$ cat src/rtl/regfile_mp.sv
// regfile_mp: multi-port integer register file with a per-register load-pending scoreboard.
// Optional feature: define RF_BYPASS_EN to forward same-cycle write data and release to the read ports.
module regfile_mp #(
  parameter int XLEN = 32,
  parameter int AW   = 5,
  parameter int NRP  = 2
) (
  input  logic                clk,
  input  logic                rst,
  input  logic [NRP*AW-1:0]   rd_addr,
  output logic [NRP*XLEN-1:0] rd_data,
  output logic [NRP-1:0]      rd_ready,
  input  logic                wa_en,
  input  logic [AW-1:0]       wa_addr,
  input  logic [XLEN-1:0]     wa_data,
  input  logic                wb_en,
  input  logic [AW-1:0]       wb_addr,
  input  logic [XLEN-1:0]     wb_data,
  input  logic                claim_en,
  input  logic [AW-1:0]       claim_addr,
  output logic [AW:0]         pend_cnt
);
  localparam int NREG = 1 << AW;

  logic [XLEN-1:0] mem [NREG];
  logic [NREG-1:0] pending;
  logic [NREG-1:0] pending_next;
  logic            wa_ok;
  logic            wb_ok;
  logic            claim_ok;
  logic            cnt_inc;
  logic            cnt_dec;

  assign wa_ok    = wa_en && (wa_addr != '0);
  assign wb_ok    = wb_en && (wb_addr != '0);
  assign claim_ok = claim_en && (claim_addr != '0);

  // A claim overrides a same-cycle release, so the counter only drops when the bit really clears.
  assign cnt_inc = claim_ok && !pending[claim_addr];
  assign cnt_dec = wb_ok && pending[wb_addr] && !(claim_ok && (claim_addr == wb_addr));

  always_comb begin
    pending_next = pending;
    if (wb_ok)    pending_next[wb_addr]    = 1'b0;
    if (claim_ok) pending_next[claim_addr] = 1'b1;
  end

  always_ff @(posedge clk or posedge rst) begin
    if (rst) begin
      for (int i = 0; i < NREG; i++) mem[i] <= '0;
      pending  <= '0;
      pend_cnt <= '0;
    end else begin
      if (wb_ok) mem[wb_addr] <= wb_data;
      if (wa_ok) mem[wa_addr] <= wa_data;
      pending  <= pending_next;
      pend_cnt <= pend_cnt + {{AW{1'b0}}, cnt_inc} - {{AW{1'b0}}, cnt_dec};
    end
  end

  // Port A is applied after port B so ALU data wins an address collision.
  always_comb begin : read_mux
    logic [AW-1:0] a;
    a        = '0;
    rd_data  = '0;
    rd_ready = '1;
    for (int k = 0; k < NRP; k++) begin
      a = rd_addr[k*AW +: AW];
      if (!rst && (a != '0)) begin
        rd_data[k*XLEN +: XLEN] = mem[a];
        rd_ready[k]             = !pending[a];
`ifdef RF_BYPASS_EN
        if (wb_ok && (wb_addr == a)) begin
          rd_data[k*XLEN +: XLEN] = wb_data;
          rd_ready[k]             = 1'b1;
        end
        if (wa_ok && (wa_addr == a)) rd_data[k*XLEN +: XLEN] = wa_data;
`endif
      end
    end
  end

endmodule

$ cat config.mk
export PLATFORM = sky130hd
export DESIGN_NAME = regfile_mp
export DESIGN_NICKNAME = d
export VERILOG_FILES = /design/src/rtl/regfile_mp.sv
export SDC_FILE = /design/constraint.sdc
export NUM_CORES = 2
export LEC_CHECK = 0
export CAP_MARGIN = 5
export CORE_MARGIN = 1.5
export CORE_UTILIZATION = 31
export CTS_CLUSTER_SIZE = 12
export DETAILED_ROUTE_END_ITERATION = 12
export GPL_TIMING_DRIVEN = 0
export PLACE_DENSITY = 0.53
export SLEW_MARGIN = 10
export SYNTH_ARGS = -nofsm -noshare
export SYNTH_HDL_FRONTEND = slang
export SYNTH_SLANG_ARGS = --single-unit
export TNS_END_PERCENT = 5
$ cat constraint.sdc
create_clock -name clk -period 152.6 [get_ports clk]
set_input_delay 45.78 -clock clk [delete_from_list [all_inputs] [get_ports clk]]
set_output_delay 45.78 -clock clk [all_outputs]
set_load 0.005 [all_outputs]
# Yosys cells after proc, flatten, opt, wreduce, memory -nomap -nowiden
# Index checks and enable logic that the tools add are counted.
[word_totals] register_bits=1062 input_bits=94 out_inout_bits=72 word_cells=111
[op_classes] add_sub_neg=2 order_cmp=12 eq_ne=1 mux=32 bitwise_logic=7 n_reduce_logical=23
[op_table] cell="bitwise mux 1024 bit" n=2
[op_table] cell="two-way mux 1024 bit" n=2
[op_table] cell="binary-select mux 32 bit (select 5 bit)" n=2
[op_table] cell="demux 32 bit (select 5 bit)" n=2
[op_table] cell="two-way mux 32 bit" n=10
[op_table] cell="AND 32 bit" n=1
[op_table] cell="inverter 32 bit" n=1
[op_table] cell="OR 32 bit" n=1
[op_table] cell="nonzero test 5 bit" n=5
[op_table] cell=">= comparator 6 bit, second input constant" n=4
[op_table] cell="less-than comparator 5 x 6 -> 1 bit, second input constant" n=4
[op_table] cell="inverter 5 -> 6 bit" n=4
[op_table] cell="binary-select mux 1 bit (select 5 bit)" n=4
[op_table] cell="logical AND 1 bit" n=13
[op_table] cell="less-than comparator 6 x 1 -> 1 bit, second input constant" n=2
[op_table] cell="demux 1 bit (select 5 bit)" n=2
[op_table] cell=">= comparator 5 x 1 -> 1 bit, second input constant" n=2
[op_table] cell="two-way mux 1 bit" n=8
[op_table] cell="adder 6 x 1 -> 6 bit" n=1
[op_table] cell="subtractor 6 x 1 -> 6 bit" n=1
[op_table] cell="equality test 5 bit" n=1
[op_table] cell="logical NOT 1 bit" n=5

# Depth between registers and ports, before layout
[depth] ltp_word=9 ltp_mapped=16 ltp_nobuf=13

# Least setup slack after synthesis
# Ideal clock, no wire load.
[synth_timing] path_type="in2out" startpoint="input rst" endpoint="output rd_ready[1]" arrival_time_ns=71.581 required_time_ns=106.820 setup_slack_ns=35.239 path_stages=4 n_path_buf=0 cell_sequence="inv_1 > nand2_1 > a211oi_1 > nor2_1"
[synth_between] elab_chain_len=3
[synth_lines] item="start: declaration" line="9" source="input logic rst,"
[synth_lines] item="logical NOT 1 bit" line="69" source="if (!rst && (a != '0)) begin"
[synth_lines] item="logical AND 1 bit" line="69"
[synth_lines] item="two-way mux 1 bit" line="69"
[synth_lines] item="end: declaration" line="12" source="output logic [NRP-1:0] rd_ready,"
# No other way between the ends.

# Worst setup path after layout
[layout_timing] startpoint="input rd_addr[8]" endpoint="output rd_data[32]"
[layout_between] elab_chain_len=5 word_cells_on_any_way=7 classes_between="4 x mux; 1 x bitwise; 2 x reduce/logical"
[layout_lines] item="start: declaration" line="10" source="input logic [NRP*AW-1:0] rd_addr,"
[layout_lines] item="inverter 5 -> 6 bit (not written as such)" line="70" source="rd_data[k*XLEN +: XLEN] = mem[a];"
[layout_lines] item="binary-select mux 32 bit (select 5 bit)" line="70"
[layout_lines] item="two-way mux 32 bit (not written as such) (2 in series)" line="70"
[layout_lines] item="two-way mux 32 bit *" line="69"
[layout_lines] item="end: declaration" line="11" source="output logic [NRP*XLEN-1:0] rd_data,"
# Every way passes the cells marked *; elsewhere a longest branch is shown, timed or not. The select of a mux whose other input is x is not followed.

==> results.yml <==
status:
  status: "complete, no violations"
cts:
  cts_resized: 0
  cts_root_buf: "clkbuf_16"
  cts_hold_buf: 0
  post-cts-setup-buffer-count: 0
  htreeDepth: 3
  cts_tree: "yes"
  clkTransAtPathRegs_ps: 60
  clock_sinks: 1062
  ctsLongestPathBuffers: 3
  cts_inserted_buffers: 120
  insertion_delay_ps: 780
setup_path:
  r2r_cells: 13
  crit_chain: "clkbuf_1, clkbuf_1, clkbuf_1, a21oi_1, o22ai_1, clkdlybuf4s50_1"
  cp-start-kind: "primary input"
  slowest_stage: "clkbuf_1"
  crit_top_cell: "clkbuf_1"
  path_delay_family: "buffers and inverters"
  cp.required_ps: 106820
  slowest_delay_ps: 1120
  arrival_ps: 50230
  crit_fanout: 10
  path_depth: 6
  path_buf_inv: 4
  cp-end-kind: "primary output"
  critPathKind: "in2out"
die:
  rows: 170
  initial_core_util_pct: 31.1
  die_x_um: 467
  io_pins: 166
  core_sq_mm: 0.214
  die_y_um: 467
  die_area_sq_mm: 0.218
sta:
  fmax_mhz: 10.4
  finalHoldViolations: 0
  fin_crit_sh_pct: 62.9
  slew_violations: 0
  setup_tns_ps: 0
  fin_worst_skew_ps: 21.4
  max_slew_margin_pct: 3.94
  setup_viol: 0
  rsz0062_at_grt: "false"
  whs_ps: 471
  worst_slew_pin_slew_ps: 1440
  finalCriticalPeriod_ps: 96010
yosys:
  yosys-top-cells-count: "mux2i_1, dfrtp_1, nor2_1, a21oi_1, mux4_2"
  async_reset_ff_share_pct: 100
  yosysTopAreaCell: "dfrtp_1"
  synth.most_common_cell: "mux2i_1"
  synth_top_cell_area_share_pct: 39.8
  ys_seq_area_share_pct: 39.8
  synth_edf_count: 0
  ys_warn_count: 0
  synth_area_leaders: "dfrtp_1, mux4_2, mux2i_1, a21oi_1, nor2_1"
  synth_fp_nets: 6263
  synth_area_sq_mm: 0.0667
  synth.ff_latch_count: 1062
  ys_types: 56
  avgSynthCellArea_sq_um: 10.8
  ys.flop_type: "dfrtp_1"
  syn-instance-count: 6162
placement:
  place.gp.congestion: 0.980
  placed_area_sq_mm: 0.0722
  portBuffers: 153
  dp_cells: 9166
  dp.final_hpwl_mm: 242
power_and_ir_drop:
  ir_drop_v: 0.00000958
  pwr_density_cell_mw_per_mm2: 13.2
  power_mw: 1.01
  p_leak_nw: 32.1
grt:
  grt_start_max_net_pins: 108
  grt_util_all_layers_pct: 27.6
  grt_pass1_wl_mm: 425
  gr-total-overflow: 0
  grt_pass1_vias: 54200
  antenna_found_initial: 13
cells_and_area:
  areaGrowthSynthToFinish_pct: 14.1
  layout.cells.non_filler: 9391
  drive_gt1_share_pct: 16.9
  finish.instance_area_sq_mm: 0.0761
  fillerInstances: 21600
  final_nets: 6551
route:
  antenna_left: 0
  wire_per_inst_um: 32.8
  drt_pass1_iterations: 7
  drt_iter0_drc: 7796
  vias_per_cell: 5.97
  totalWireLength_mm: 308
  num_vias: 56100
  drc: 0
flow_run:
  cap_violations: 0
min_path:
  hold_depth: 1
  hold_path.class: "reg2reg"
final timing paths:
kind | slack [ps] | to | start
max | 56590 | rd_data[32] | rd_addr[8]
max reg2reg | 149400 | pend_cnt[4]$_DFF_PP0_ | pending[18]$_DFF_PP0_
min reg2reg | 470 | mem[1019]$_DFF_PP0_ | mem[1019]$_DFF_PP0_
min in group asynchronous | 45510 | pend_cnt[5]$_DFF_PP0_ | rst
max in group asynchronous | 104190 | mem[75]$_DFF_PP0_ | rst
min | 470 | mem[1019]$_DFF_PP0_ | mem[1019]$_DFF_PP0_
cells in the final DEF, fill, tap and decap left out, types with 23 or more instances in the layout:
| master | n |
|---|---|
| nand2_1 | 300 |
| buf_1 | 32 |
| buf_2 | 114 |
| a32oi_1 | 48 |
| mux2i_1 | 1081 |
| clkbuf_8 | 23 |
| nor2_1 | 885 |
| clkdlybuf4s50_1 | 153 |
| mux4_2 | 541 |
| dfrtp_1 | 1062 |
| clkbuf_16 | 122 |
| buf_6 | 54 |
| o22ai_1 | 76 |
| o21ai_0 | 260 |
| a21oi_1 | 873 |
| mux2_2 | 131 |
| buf_4 | 42 |
| clkbuf_1 | 522 |
where the power goes:
| part | switching (mW) | internal [mW] | total [mW] | leakage [nW] |
|---|---|---|---|---|
| Clock | 0.132 | 0.169 | 0.301 | 1.92 |
| Combinational | 0.139 | 0.148 | 0.287 | 17.4 |
| Sequential | 0.0631 | 0.356 | 0.420 | 12.8 |
| Total | 0.334 | 0.674 | 1.01 | 32.1 |
metal layers:
layer	track usage (%)	wire length (um)
met1	36.7	124000
met2	41.3	135000
met3	7.52	30500
met4	13.9	17700
met5	0	13
sequential cells by signal (all words and copies together) (netlist names):
signal and flops:
mem 1024, pending 32, pend_cnt 6
logic make-up after synthesis:
kind of cell               Yosys count  synth area share (%)
AOI/OAI and AO/OA                 1301                  10.4
xor gates and xnor gates             9                 0.118
adders and majority gates            7                 0.142
buffers and inverters              754                  5.27
DFF                               1062                  39.8
muxes                             1753                  36.7
and+or+nand+nor                   1276                  7.62
metrics by stage:
| stage | setup WS, ps | utilization [%] |
|---|---|---|
| floorplan | 35240 | - |
| global placement | 9420 | 33.5 |
| detailed placement | 56870 | 33.7 |
| CTS | 56870 | 35.5 |
| global route | 56700 | 35.5 |
| finish | 56590 | 35.5 |
area by class of cell:
cell class	count	area (sq um)	share of cell area (%)
multi-input cells	4346	36700	48.2
flip-flops and latches	1062	26600	34.9
well taps	2838	3550	4.66
clock buffers	176	3490	4.58
plain buffers	736	3460	4.54
repair buffers	166	1860	2.44
clock inverters	35	424	0.557
inverters	18	75.1	0.0986
diodes	14	35.0	0.0460
Power figures use the tool's default switching activity.
